**src/rtl/invaders_pkg.sv**
```systemverilog
// Shared geometry, coordinate widths and FSM encoding for the invaders playfield.
package invaders_pkg;

  localparam int SCREEN_W = 640;
  localparam int SCREEN_H = 480;
  localparam int ROW_W    = 9;
  localparam int COL_W    = 10;

  localparam int DEF_NUM_BULLETS = 4;
  localparam int DEF_NUM_ROWS    = 5;
  localparam int DEF_NUM_COLS    = 10;
  localparam int DEF_ALIEN_W     = 30;
  localparam int DEF_ALIEN_H     = 20;
  localparam int DEF_GAP_W       = 10;
  localparam int DEF_GAP_H       = 10;
  localparam int DEF_STEP        = 10;
  localparam int DEF_MUZZLE_OFF  = 15;
  localparam int DEF_COOLDOWN    = 3;
  localparam int OFFSCREEN       = 500;

  typedef enum logic [1:0] {
    ST_IDLE  = 2'd0,
    ST_MOVE  = 2'd1,
    ST_CHECK = 2'd2
  } state_t;

endpackage

```
**src/rtl/bullet_hit_calc.sv**
```systemverilog
// Maps one bullet position onto the alien formation: reports whether the
// point lies inside an alien sprite cell (not a gap) and which grid index.
module bullet_hit_calc
  import invaders_pkg::*;
#(
  parameter int NUM_ROWS = DEF_NUM_ROWS,
  parameter int NUM_COLS = DEF_NUM_COLS,
  parameter int ALIEN_W  = DEF_ALIEN_W,
  parameter int ALIEN_H  = DEF_ALIEN_H,
  parameter int GAP_W    = DEF_GAP_W,
  parameter int GAP_H    = DEF_GAP_H,
  parameter int IDX_W    = 6
) (
  input  logic [ROW_W-1:0] row,
  input  logic [COL_W-1:0] col,
  input  logic [ROW_W-1:0] origin_row,
  input  logic [COL_W-1:0] origin_col,
  output logic             in_cell,
  output logic [IDX_W-1:0] grid_index
);

  localparam int PITCH_W = ALIEN_W + GAP_W;
  localparam int PITCH_H = ALIEN_H + GAP_H;

  logic signed [10:0] dx;
  logic signed [10:0] dy;
  logic [9:0] cell_c;
  logic [9:0] cell_r;
  logic [9:0] off_x;
  logic [9:0] off_y;

  // Offset from the formation origin, split into cell number and offset within the cell.
  always_comb begin
    dx = signed'({1'b0, col}) - signed'({1'b0, origin_col});
    dy = signed'({2'b00, row}) - signed'({2'b00, origin_row});
    cell_c = dx[9:0] / 10'(PITCH_W);
    off_x  = dx[9:0] % 10'(PITCH_W);
    cell_r = dy[9:0] / 10'(PITCH_H);
    off_y  = dy[9:0] % 10'(PITCH_H);
    // Negative offsets lie above/left of the formation and can never hit.
    in_cell = !dx[10] && !dy[10] &&
              (cell_c < 10'(NUM_COLS)) && (cell_r < 10'(NUM_ROWS)) &&
              (off_x < 10'(ALIEN_W)) && (off_y < 10'(ALIEN_H));
    grid_index = IDX_W'(32'(cell_r) * NUM_COLS + 32'(cell_c));
  end

endmodule

```
**src/rtl/bullet_pool.sv**
```systemverilog
// Multi-shot player bullet pool plus the alien-alive grid. Each Tick spawns
// at most one shot, moves all live bullets up, then checks one slot per clock.
module bullet_pool
  import invaders_pkg::*;
#(
  parameter int NUM_BULLETS = DEF_NUM_BULLETS,
  parameter int NUM_ROWS    = DEF_NUM_ROWS,
  parameter int NUM_COLS    = DEF_NUM_COLS,
  parameter int ALIEN_W     = DEF_ALIEN_W,
  parameter int ALIEN_H     = DEF_ALIEN_H,
  parameter int GAP_W       = DEF_GAP_W,
  parameter int GAP_H       = DEF_GAP_H,
  parameter int STEP        = DEF_STEP,
  parameter int MUZZLE_OFF  = DEF_MUZZLE_OFF,
  parameter int COOLDOWN    = DEF_COOLDOWN
) (
  input  logic                                Clk,
  input  logic                                Reset,
  input  logic                                Tick,
  input  logic                                Wave_Reset,
  input  logic                                Bullet_Fired,
  input  logic [8:0]                          Aliens_Row,
  input  logic [9:0]                          Aliens_Col,
  input  logic [8:0]                          Player_Row,
  input  logic [9:0]                          Player_Col,
  output logic [9*NUM_BULLETS-1:0]            Bullet_Row,
  output logic [10*NUM_BULLETS-1:0]           Bullet_Col,
  output logic [NUM_BULLETS-1:0]              Bullet_Active,
  output logic [NUM_ROWS*NUM_COLS-1:0]        Aliens_Grid,
  output logic                                Aliens_Defeated,
  output logic                                Hit_Pulse,
  output logic [$clog2(NUM_ROWS*NUM_COLS)-1:0] Hit_Index,
  output logic                                Busy
);

  localparam int IDX_W = $clog2(NUM_ROWS * NUM_COLS);
  localparam int KW    = (NUM_BULLETS > 1) ? $clog2(NUM_BULLETS) : 1;
  localparam int CD_W  = (COOLDOWN > 0) ? $clog2(COOLDOWN + 1) : 1;

  state_t                        state;
  logic                          busy;
  logic [KW-1:0]                 k_q;
  logic [CD_W-1:0]               cd_q;
  logic                          fire_pend;
  logic [NUM_BULLETS-1:0]        active_q;
  logic [ROW_W-1:0]              row_q [NUM_BULLETS];
  logic [COL_W-1:0]              col_q [NUM_BULLETS];
  logic [NUM_ROWS*NUM_COLS-1:0]  grid_q;
  logic                          hit_pulse;
  logic [IDX_W-1:0]              hit_index;

  logic                          free_found;
  logic [KW-1:0]                 free_slot;
  logic                          cell_hit;
  logic [IDX_W-1:0]              hit_idx;
  logic                          hit;

  // Spawn column: muzzle offset added to the player column, clamped to the coordinate range.
  function automatic logic [COL_W-1:0] sat_col(input logic [COL_W-1:0] base);
    logic [COL_W:0] sum;
    sum = {1'b0, base} + (COL_W+1)'(MUZZLE_OFF);
    return sum[COL_W] ? {COL_W{1'b1}} : sum[COL_W-1:0];
  endfunction

  // Lowest-numbered inactive slot, judged on state before this cycle's moves.
  always_comb begin
    free_found = 1'b0;
    free_slot  = '0;
    for (int i = NUM_BULLETS - 1; i >= 0; i--) begin
      if (!active_q[i]) begin
        free_found = 1'b1;
        free_slot  = KW'(i);
      end
    end
  end

  bullet_hit_calc #(
    .NUM_ROWS (NUM_ROWS),
    .NUM_COLS (NUM_COLS),
    .ALIEN_W  (ALIEN_W),
    .ALIEN_H  (ALIEN_H),
    .GAP_W    (GAP_W),
    .GAP_H    (GAP_H),
    .IDX_W    (IDX_W)
  ) u_hit_calc (
    .row        (row_q[k_q]),
    .col        (col_q[k_q]),
    .origin_row (Aliens_Row),
    .origin_col (Aliens_Col),
    .in_cell    (cell_hit),
    .grid_index (hit_idx)
  );

  // A kill needs a live bullet, an alien cell and a still-alive alien there.
  always_comb begin
    hit = (state == ST_CHECK) && active_q[k_q] && cell_hit && grid_q[hit_idx];
  end

  // Frame FSM: IDLE -> MOVE (spawn + rise) -> CHECK (one slot per clock) -> IDLE.
  always_ff @(posedge Clk or posedge Reset) begin
    if (Reset) begin
      state     <= ST_IDLE;
      busy      <= 1'b0;
      k_q       <= '0;
      cd_q      <= '0;
      fire_pend <= 1'b0;
      active_q  <= '0;
      grid_q    <= '1;
      hit_pulse <= 1'b0;
      hit_index <= '0;
      for (int i = 0; i < NUM_BULLETS; i++) begin
        row_q[i] <= ROW_W'(OFFSCREEN);
        col_q[i] <= '0;
      end
    end else if (Wave_Reset) begin
      // New wave: everything back to power-up state except the last kill index.
      state     <= ST_IDLE;
      busy      <= 1'b0;
      k_q       <= '0;
      cd_q      <= '0;
      fire_pend <= 1'b0;
      active_q  <= '0;
      grid_q    <= '1;
      hit_pulse <= 1'b0;
      for (int i = 0; i < NUM_BULLETS; i++) begin
        row_q[i] <= ROW_W'(OFFSCREEN);
        col_q[i] <= '0;
      end
    end else begin
      hit_pulse <= 1'b0;
      if (Bullet_Fired) fire_pend <= 1'b1;
      case (state)
        ST_IDLE: begin
          if (Tick) begin
            state <= ST_MOVE;
            busy  <= 1'b1;
          end
        end
        ST_MOVE: begin
          for (int i = 0; i < NUM_BULLETS; i++) begin
            if (active_q[i]) begin
              if (row_q[i] < ROW_W'(STEP)) begin
                active_q[i] <= 1'b0;
                row_q[i]    <= ROW_W'(OFFSCREEN);
              end else begin
                row_q[i] <= row_q[i] - ROW_W'(STEP);
              end
            end
          end
          // The spawned slot was free, so the move loop above never touched it.
          if (fire_pend && (cd_q == '0) && free_found) begin
            row_q[free_slot]    <= Player_Row;
            col_q[free_slot]    <= sat_col(Player_Col);
            active_q[free_slot] <= 1'b1;
            cd_q                <= CD_W'(COOLDOWN);
          end else if (cd_q != '0) begin
            cd_q <= cd_q - CD_W'(1);
          end
          // Pending request is consumed here; a press landing in this very cycle still counts.
          fire_pend <= Bullet_Fired;
          k_q       <= '0;
          state     <= ST_CHECK;
        end
        ST_CHECK: begin
          if (hit) begin
            grid_q[hit_idx] <= 1'b0;
            active_q[k_q]   <= 1'b0;
            row_q[k_q]      <= ROW_W'(OFFSCREEN);
            hit_pulse       <= 1'b1;
            hit_index       <= hit_idx;
          end
          if (k_q == KW'(NUM_BULLETS - 1)) begin
            state <= ST_IDLE;
            busy  <= 1'b0;
          end else begin
            k_q <= k_q + KW'(1);
          end
        end
        default: begin
          state <= ST_IDLE;
          busy  <= 1'b0;
        end
      endcase
    end
  end

  for (genvar g = 0; g < NUM_BULLETS; g++) begin : g_pack
    assign Bullet_Row[9*g +: 9]   = row_q[g];
    assign Bullet_Col[10*g +: 10] = col_q[g];
  end

  assign Bullet_Active   = active_q;
  assign Aliens_Grid     = grid_q;
  assign Aliens_Defeated = (grid_q == '0);
  assign Hit_Pulse       = hit_pulse;
  assign Hit_Index       = hit_index;
  assign Busy            = busy;

endmodule

```
**config.mk**
```make
export PLATFORM = sky130hd
export DESIGN_NAME = bullet_pool
export DESIGN_NICKNAME = d
export VERILOG_FILES = /design/src/rtl/invaders_pkg.sv /design/src/rtl/bullet_hit_calc.sv /design/src/rtl/bullet_pool.sv
export SDC_FILE = /design/constraint.sdc
export NUM_CORES = 1
export LEC_CHECK = 0
export ABC_CLOCK_PERIOD_IN_PS = 13850
export BUFFER_PORTS_ARGS = -buffer_cell sky130_fd_sc_hd__buf_2
export CELL_PAD_IN_SITES_DETAIL_PLACEMENT = 2
export CELL_PAD_IN_SITES_GLOBAL_PLACEMENT = 2
export CORE_ASPECT_RATIO = 0.6
export CORE_MARGIN = 1
export CORE_UTILIZATION = 38
export DETAILED_ROUTE_END_ITERATION = 8
export GPL_TIMING_DRIVEN = 0
export PLACE_DENSITY_LB_ADDON = 0.1
export SETUP_SLACK_MARGIN = 0.02
export SLEW_MARGIN = 20
export SYNTH_ARGS = -nofsm -noshare
export SYNTH_HDL_FRONTEND = slang
export SYNTH_SLANG_ARGS = --single-unit
```
**constraint.sdc**
```tcl
create_clock -name Clk -period 13.85 [get_ports Clk]
set_input_delay 2.77 -clock Clk [delete_from_list [all_inputs] [get_ports Clk]]
set_output_delay 2.77 -clock Clk [all_outputs]
set_load 0.01 [all_outputs]
```
== Word level (Yosys, flattened, before mapping) ==
Cells that the tools add are included.

* Word-level logic and storage cells: 205
* Register bits after elaboration: 145
* Output and inout bits: 139

* Mux-type cells: 100
* Divide/modulo/power cells: 4
* Eq/ne operators: 8
* Bitwise operators: 11
* Multipliers: 1
* $lt $le $gt $ge: 18
* Add/subtract/negate cells: 10
* Reductions and logical operators: 36

{| class="wikitable"
|+ Operators by type and width
! kind !! count
|-
| 9-bit 2-to-1 mux || 20
|-
| 50-bit 2-to-1 mux || 3
|-
| 40-bit 2-to-1 mux || 3
|-
| 36-bit 2-to-1 mux || 3
|-
| 36-bit case mux with 2 select lines || 1
|-
| 50-bit AND || 1
|-
| 50-bit zero test || 1
|-
| 50-bit NOT || 1
|-
| 40-bit bitwise mux || 1
|-
| 10-bit 2-to-1 mux || 4
|-
| 36-bit bitwise mux || 1
|-
| 9-bit demux with 2-bit select || 2
|-
| 9-bit by 4-bit < comparator with 1-bit output, second input constant || 4
|-
| 9-bit by 4-bit subtractor with 9-bit output, second input constant || 4
|-
| 1-bit 2-to-1 mux || 34
|-
| 2-bit 2-to-1 mux || 13
|-
| 24-bit bitwise OR || 1
|-
| 10-bit binary-select mux with 2-bit select || 1
|-
| 10-bit demux with 2-bit select || 1
|-
| 10-bit by 5-bit < comparator with 1-bit output, second input constant || 2
|-
| 9-bit binary-select mux with 2-bit select || 1
|-
| 1-bit logical AND || 15
|-
| 12-bit AND || 1
|-
| 4-bit 2-to-1 mux || 3
|-
| 44 further kinds || 67
|}

== Depth between registers and ports, before layout ==
Gate-level depths: netlist of the first run.

* Depth in word-level cells: 17
* Mapped depth: 41
* Depth with buffers taken out: 34

== Cells and area by module ==
A second synthesis of the first run with hierarchy kept.

* Cell total of the unflattened synthesis: 1226
* Area, all modules: 10852.9 sq um

{| class="wikitable"
|+ By module, submodules not included
! module !! area an instance (sq um) !! sequential area each (sq um) !! cells each !! instances
|-
| bullet_pool || 8386.8 || 3721.1 || 866 || 1
|-
| bullet_hit_calc || 2466.1 || 0.0 || 360 || 1
|}

== Least setup slack after synthesis of the first run ==
OpenSTA, ideal clock, no wires.

* Path kind: input port to flip-flop
* Start: input port Aliens_Row[0]
* End: register col_q (netlist bit Bullet_Col[38])
* Arrival: 10.075 ns
* Slack: 3.654 ns
* Data required time: 13.729 ns
* Library setup time: 0.121 ns
* Stages: 30
* Path through: ha_1 fa_1 and2b_1 o2111ai_2 and4_1 or3_1 o31a_1 o32a_4 a21oi_4 a21oi_1 or2_2 or4_1 nand2_1 ha_1 ha_1 nor2b_1 o21a_1 or3_1 a2111oi_0 and4_1 nor4_4 xnor2_2 a31oi_1 a211oi_1 nor4b_2 o21ai_2 buf_6 a21oi_4 a21oi_4 a22o_1

{| class="wikitable"
|+ RTL lines
! element !! line !! text
|-
| from (decl) || bullet_pool.sv:22 || <nowiki>input logic [8:0] Aliens_Row,</nowiki>
|-
| to (signal, indexed assignment) || bullet_pool.sv:153 || <nowiki>col_q[free_slot] <= sat_col(Player_Col);</nowiki>
|-
| to (decl) || bullet_pool.sv:47 || <nowiki>logic [COL_W-1:0] col_q [NUM_BULLETS];</nowiki>
|}

== Worst setup path after layout of the first run ==
* Start: input port Aliens_Row[0]
* End: register active_q[2], in the netlist Bullet_Active[2]

* Cells in the longest elaborated chain, start to end: 11
* Elaborated cells on any way between the ends: 19
* Classes of those cells: 2 x add/sub; 1 x mul; 2 x div; 2 x order compare; 1 x eq/ne; 2 x mux; 9 x reduce/logical

{| class="wikitable"
|+ RTL lines
! element !! line !! text
|-
| 9-bit by 9-bit subtractor with 10-bit output (*) || bullet_hit_calc.sv:35 || <nowiki>dy = signed'({2'b00, row}) - signed'({2'b00, origin_row});</nowiki>
|-
| branches (longest 7 deep; another with 10-bit by 5-bit divider with 10-bit output) || n/a ||
|-
| 1-bit logical AND (*) || bullet_pool.sv:96 || <nowiki>hit = (state == ST_CHECK) && active_q[k_q] && cell_hit && grid_q[hit_idx];</nowiki>
|-
| 3-bit != test (no line) (*) || n/a ||
|-
| 2-bit AND reduction (no line) (*) || n/a ||
|-
| to (signal assigned) || bullet_pool.sv:107 || <nowiki>active_q <= '0;</nowiki>
|-
| to (signal assigned) || bullet_pool.sv:122 || <nowiki>active_q <= '0;</nowiki>
|-
| to (signal, indexed assignment) || bullet_pool.sv:143 || <nowiki>active_q[i] <= 1'b0;</nowiki>
|-
| to (decl) || bullet_pool.sv:45 || <nowiki>logic [NUM_BULLETS-1:0] active_q;</nowiki>
|}

Mark *: on every way between the ends. The select of a mux whose other input is x is not followed.
A chain may end at the register's enable or synchronous reset.

==> results of run 1 <==
==> per-layer routing <==
metal	GRT usage (%)	vias to the layer above	part of all wire (%)
met2	50.76	454	42
met5	0	-	0
li1	-	5187	-
met4	11.76	0	2.5
met1	52.06	6303	47
met3	8.094	78	8.4
==> final cells by class <==
| class | instances | area, µm² |
|---|---|---|
| diodes | 2 | 5.005 |
| fillers | 3203 | 15650 |
| flip-flops and latches | 145 | 3721 |
| well taps | 400 | 500.5 |
| plain buffers | 61 | 291.5 |
| inverters | 69 | 266.5 |
| clock buffers | 21 | 450.4 |
| multi-input cells | 987 | 6963 |
| repair buffers | 182 | 933.4 |
| clock inverters | 11 | 103.9 |
==> sequential cells by signal, summed over array words and instances, names as in the netlist <==
name and flops:
Bullet_Col 40, k_q 2, Busy 1, Bullet_Row 36, Hit_Index 6, Aliens_Grid 50
state 2, cd_q 2, fire_pend 1, Bullet_Active 4, Hit_Pulse 1
==> worst paths after layout <==
check / to / slack (ps) / cells past startpoint
hold / removal: Hit_Index[3] / 480 / 2
min in group asynchronous: cd_q[0] / 2360 / 2
max in group asynchronous: Aliens_Grid[43] / 10660 / 3
setup / recovery: Bullet_Active[2] / 1710 / 32
setup reg to reg: Bullet_Active[2] / 2020 / 35
hold reg to reg: Hit_Index[3] / 480 / 2
==> power breakdown <==
group | switching, mW | leakage [nW] | internal [mW] | total (mW)
logic | 0.670 | 3.45 | 0.265 | 0.935
registers | 0.00531 | 1.76 | 0.429 | 0.435
clock network | 0.211 | 0.268 | 0.253 | 0.464
==> through the flow <==
stage	cells	hold WS, ps	cell area [µm²]
2_1_floorplan	1262	476.6	11220
3_5_place_dp	1844	477.3	12660
4_1_cts	1876	492.2	13220
5_1_grt	1878	512.1	13240
3_3_place_gp	1843	465.0	12630
6_report	1878	484.2	13240
==> worst reg2reg max path: cells and delay by family (launching register included) <==
family / cells / cell delay, ps
AOI/OAI and AO/OA: 14 / 4060
adders and majority gates: 5 / 1450
buffers and inverters: 3 / 1310
DFF: 1 / 390
muxes: 3 / 1190
and+or+nand+nor: 10 / 3340
==> cells in the mapped netlist, types with 31 or more instances <==
library cell  number
a21oi_1          132
a22o_1            34
clkbuf_1          31
dfrtp_1           71
dfstp_2           74
ha_1              37
inv_1             68
mux4_2            31
nand2_1           97
nand3_1           48
nor2_1           126
nor3_1            38
o21ai_0           67
==> cell families after synthesis <==
logic type | after synthesis | synth area share, %
buffers and inverters | 130 | 4.907
DFF | 145 | 33.17
AOI/OAI and AO/OA | 444 | 28.35
muxes | 41 | 7.126
xor gates and xnor gates | 28 | 2.253
adders and majority gates | 40 | 4.662
and+or+nand+nor | 434 | 19.54
==> impl_metrics.env, run 1 <==
export IMPL_dpl_worst_slack_ps=1456
export IMPL_io_buffers=181
export IMPL_worst_ep_arrival_time_ps=12490
export IMPL_min_period_over_period_pct=87.65
export IMPL_viasPerCell=6.401
export IMPL_post_route_drc_count=0
export IMPL_cts_buffer_depth=2
export IMPL_postCtsResizedCells=0
export IMPL_grt_first_pass_wirelength_um=79700
export IMPL_ys_ff_latch=145
export IMPL_final_nets=1546
export IMPL_die_w_um=223.8
export IMPL_period_needed_ps=12140
export IMPL_drive_gt1_share_pct=26.90
export IMPL_grt_usage_pct=35.40
export IMPL_rsz0062_at_grt="no"
export IMPL_ctsHtreeMaxLevel=4
export IMPL_cp_start_kind="primary input"
export IMPL_routed_wl_um=52950
export IMPL_clkTransAtPathRegs_ps=70
export IMPL_dieHeight_um=135.1
export IMPL_grt_pass1_vias=12580
export IMPL_worst_pin_slew_ps=1080
export IMPL_die_area_um2=30240
export IMPL_slowest_stage="a32oi_2"
export IMPL_slowest_delay_ps=630
export IMPL_core_area_um2=28890
export IMPL_postCtsHoldBufs=0
export IMPL_yosys_warnings=0
export IMPL_drv_slew=0
export IMPL_synth_area_top_cells="dfstp_2 17%, dfrtp_1 16%, mux4_2 6.2%"
export IMPL_max_cap_violations=0
export IMPL_worstHoldStart="Hit_Index[3]"
export IMPL_layout_common_cells="198 x buf_2, 132 x a21oi_1, 126 x nor2_1, 97 x nand2_1, 74 x dfstp_2"
export IMPL_end_kind="flop"
export IMPL_final_setup_worst_slack_ps=1710
export IMPL_r2r_start="k_q[0]"
export IMPL_netlist_cell_type_count=99
export IMPL_grt_overflow_total=0
export IMPL_finalPower_mw=1.834
export IMPL_syn_inst=1262
export IMPL_crit_top_cell="ha_1"
export IMPL_dpl_hpwl_um=40350
export IMPL_via_count=12020
export IMPL_final_setup_viol_count=0
export IMPL_yosysTopAreaCellShare_pct=17.33
export IMPL_io_pins=182
export IMPL_synth_yosys_seq_area_share_pct=33.17
export IMPL_p_leak_nw=5.486
export IMPL_rows=48
export IMPL_synth_edf_count=0
export IMPL_wl_per_cell_um=28.20
export IMPL_cts_buffers=17
export IMPL_grt_max_degree=87
export IMPL_yosysTopAreaCell="dfstp_2"
export IMPL_cts_root_buffer="clkbuf_16"
export IMPL_gp_routability_congestion=0.9219
export IMPL_synthArstFlopShare_pct=100.0
export IMPL_p_per_area_nw_per_um2=138.6
export IMPL_crit_family="compound AO/OA/AOI/OAI gates"
export IMPL_firstDrtPassIters=5
export IMPL_area_growth_pct=17.97
export IMPL_cp_num_buf_inv=1
export IMPL_synth_flop_cell="dfstp_2"
export IMPL_crit_type="primary input to flop"
export IMPL_fin_util_pct=45.82
export IMPL_antenna_left=0
export IMPL_slew_headroom_pct=27.74
export IMPL_hold_viol=0
export IMPL_cts_tree="done"
export IMPL_post_cts_buffers=0
export IMPL_syn_area_per_cell_um2=8.890
export IMPL_skew_ps=27.08
export IMPL_ir_drop_mv=0.08729
export IMPL_worstSkewPairLatency_ps=460
export IMPL_timing_critical_path_from="Aliens_Row[0]"
export IMPL_outcome="complete, no violations"
export IMPL_crit_required_ps=14200
export IMPL_hold_path_class="flop to flop"
export IMPL_initial_core_util_pct=38.84
export IMPL_final_common_cell="buf_2"
export IMPL_drt_iter0_markers=1125
export IMPL_clkSinkCount=145
export IMPL_syn_nets=1345
export IMPL_clock_fmax_mhz=82.37
export IMPL_fin_tns_setup_ps=0
export IMPL_antenna_found_initial=2
export IMPL_crit_path_max_fanout=9
export IMPL_syn_cell_area_um2=11220
No activity file was read; power rests on OpenSTA's default activity.
==> run 2, diff against run 1 <==
--- a/config.mk
+++ b/config.mk
@@ -5,13 +5,13 @@
 export SDC_FILE = /design/constraint.sdc
 export NUM_CORES = 1
 export LEC_CHECK = 0
-export ABC_CLOCK_PERIOD_IN_PS = 13850
+export ABC_CLOCK_PERIOD_IN_PS = 10100
 export BUFFER_PORTS_ARGS = -buffer_cell sky130_fd_sc_hd__buf_2
 export CELL_PAD_IN_SITES_DETAIL_PLACEMENT = 2
 export CELL_PAD_IN_SITES_GLOBAL_PLACEMENT = 2
 export CORE_ASPECT_RATIO = 0.6
 export CORE_MARGIN = 1
-export CORE_UTILIZATION = 38
+export CORE_UTILIZATION = 32
 export DETAILED_ROUTE_END_ITERATION = 8
 export GPL_TIMING_DRIVEN = 0
 export PLACE_DENSITY_LB_ADDON = 0.1
==> constraint.sdc (replaced) <==
create_clock -name Clk -period 10.1 [get_ports Clk]
set_input_delay 2.02 -clock Clk [delete_from_list [all_inputs] [get_ports Clk]]
set_output_delay 2.02 -clock Clk [all_outputs]
set_load 0.01 [all_outputs]
==> run 2 against run 1 <==
  * Critical path depth increased by 3
  * Cell area grew 8.1%
  * Setup slack got worse by 1600 ps
  * First-iteration DRC count down 9.9%
  * Clock skew fell by 15 ps
  * Via count rose by 0.17%
  * Combinational power up 68%
  * Die area is 19% higher
  * Non-clock buffer count up 45
  * Clock power is 46% higher
  * Sequential share of layout area shrank 2.1 points
==> impl_metrics.env, run 2 (synthesis results as in run 1) <==
export IMPL_drive_gt1_share_pct=33.86
export IMPL_end_kind="flop"
export IMPL_viasPerCell=6.082
export IMPL_dpl_hpwl_um=39520
export IMPL_drt_iter0_markers=1014
export IMPL_r2r_start="k_q[0]"
export IMPL_hold_path_class="flop to flop"
export IMPL_ctsHtreeMaxLevel=4
export IMPL_outcome="complete, no violations"
export IMPL_p_leak_nw=5.885
export IMPL_routed_wl_um=52900
export IMPL_cts_buffer_depth=2
export IMPL_crit_path_max_fanout=9
export IMPL_rows=52
export IMPL_num_antenna_cells=0
export IMPL_dp_cells=1904
export IMPL_ir_drop_mv=0.1348
export IMPL_hold_viol=0
export IMPL_antenna_left=0
export IMPL_initial_core_util_pct=32.91
export IMPL_grt_overflow_total=0
export IMPL_final_nets=1591
export IMPL_antenna_found_initial=0
export IMPL_final_setup_viol_count=0
export IMPL_crit_family="compound AO/OA/AOI/OAI gates"
export IMPL_via_count=12040
export IMPL_period_needed_ps=10030
export IMPL_dieHeight_um=147.0
export IMPL_slowest_stage="or3_4"
export IMPL_area_growth_pct=27.56
export IMPL_cp_num_buf_inv=7
export IMPL_timing_critical_path_from="Aliens_Row[4]"
export IMPL_clock_fmax_mhz=99.67
export IMPL_worst_ep_arrival_time_ps=10430
export IMPL_gp_routability_congestion=0.9065
export IMPL_worstSkewPairLatency_ps=470
export IMPL_io_pins=182
export IMPL_min_period_over_period_pct=99.34
export IMPL_slew_headroom_pct=26.40
export IMPL_post_route_drc_count=0
export IMPL_io_buffers=181
export IMPL_cts_buffers=17
export IMPL_skew_ps=12.29
export IMPL_worst_pin_slew_ps=1096
export IMPL_worstHoldStart="Hit_Index[2]"
export IMPL_cts_root_buffer="clkbuf_16"
export IMPL_drv_slew=0
export IMPL_crit_required_ps=10490
export IMPL_p_per_area_nw_per_um2=198.9
export IMPL_grt_first_pass_wirelength_um=79220
export IMPL_fin_cells=1980
export IMPL_wl_per_cell_um=26.72
export IMPL_cts_tree="done"
export IMPL_firstDrtPassIters=5
export IMPL_crit_type="primary input to flop"
export IMPL_fillCellCount=3798
export IMPL_layout_common_cells="188 x buf_2, 123 x a21oi_1, 122 x nor2_1, 92 x nand2_1, 74 x dfstp_2"
export IMPL_die_area_um2=35840
export IMPL_grt_usage_pct=29.19
export IMPL_core_area_um2=34090
export IMPL_grt_pass1_vias=12170
export IMPL_clkSinkCount=145
export IMPL_clkTransAtPathRegs_ps=70
export IMPL_largest_register_ffs=50
export IMPL_rsz0062_at_grt="yes"
export IMPL_final_common_cell="buf_2"
export IMPL_cp_start_kind="primary input"
export IMPL_max_cap_violations=0
export IMPL_slowest_delay_ps=470
export IMPL_grt_max_degree=92
export IMPL_finalPower_mw=2.847
export IMPL_die_w_um=243.7
-- run 2: repair_timing --
item                                   CTS  global route
pin swaps                               14            28
gates resized for setup                 57            67
endpoints found under the hold margin    0             0
hold buffers                             0             0
setup buffers                           20            25
setup endpoints to repair              141           138
-- run 2: worst reg2reg max path, delay by kind of cell (launching register included) --
kind,cells,cell delay (ps)
buffers and inverters,7,1590
multiplexers,1,570
flip-flops,1,390
adder cells (fa/ha/maj),3,810
AND/OR/NAND/NOR,9,2100
XOR/XNOR,1,450
AO/OA/AOI/OAI,15,3920
-- run 2: metrics by stage --
step / TNS, ps / instance area, µm² / hold slack (ps) / setup WS, ps / utilization [%]
after global placement: -219670 / 12700 / 464.4 / -1952 / 37.25
after floorplan: 0 / 11220 / 476.6 / 653.7 / -
after global routing: -23820 / 14310 / 513.6 / -279.7 / 41.98
final: 0 / 14310 / 486.4 / 66.38 / 41.98
after CTS: 0 / 13800 / 501.5 / 25.55 / 40.48
after detailed placement: -248730 / 12750 / 483.9 / -2113 / 37.40
-- run 2: area by class of cell --
type	count	area [µm²]	area share, %
clock inverter	15	160.2	1.119
tap	459	574.3	4.013
buffer	60	346.6	2.422
clock buffer	17	425.4	2.973
timing repair buffer	228	1345	9.399
multi-input combinational	987	7472	52.21
inverter	69	266.5	1.862
sequential	145	3721	26.00
-- run 2: power breakdown --
group,leakage [nW],internal [mW],total [mW],switching (mW)
sequential,1.76,0.589,0.596,0.00766
clock,0.289,0.352,0.677,0.325
combinational,3.83,0.516,1.57,1.06
-- run 2: path summary, 6_finish.rpt --
kind / endpoint / slack, ps / cells past startpoint
max: Bullet_Row[29] / 70 / 35
min: Hit_Index[2] / 490 / 2
max reg2reg: Bullet_Row[29] / 200 / 36
min reg2reg: Hit_Index[2] / 490 / 2
max in group asynchronous: Bullet_Row[34] / 7670 / 3
min in group asynchronous: Hit_Pulse / 1590 / 2
-- run 2: per-layer routing --
metal | part of all wire (%) | routed length (µm) | vias to the layer above | global-route usage (%)
li1 | - | - | 5280 | -
met1 | 50 | 26490 | 6337 | 45.93
met2 | 42 | 22400 | 378 | 40.89
met3 | 6.4 | 3383 | 47 | 5.846
met4 | 1.2 | 631 | 0 | 5.000
met5 | 0 | 0 | - | 0
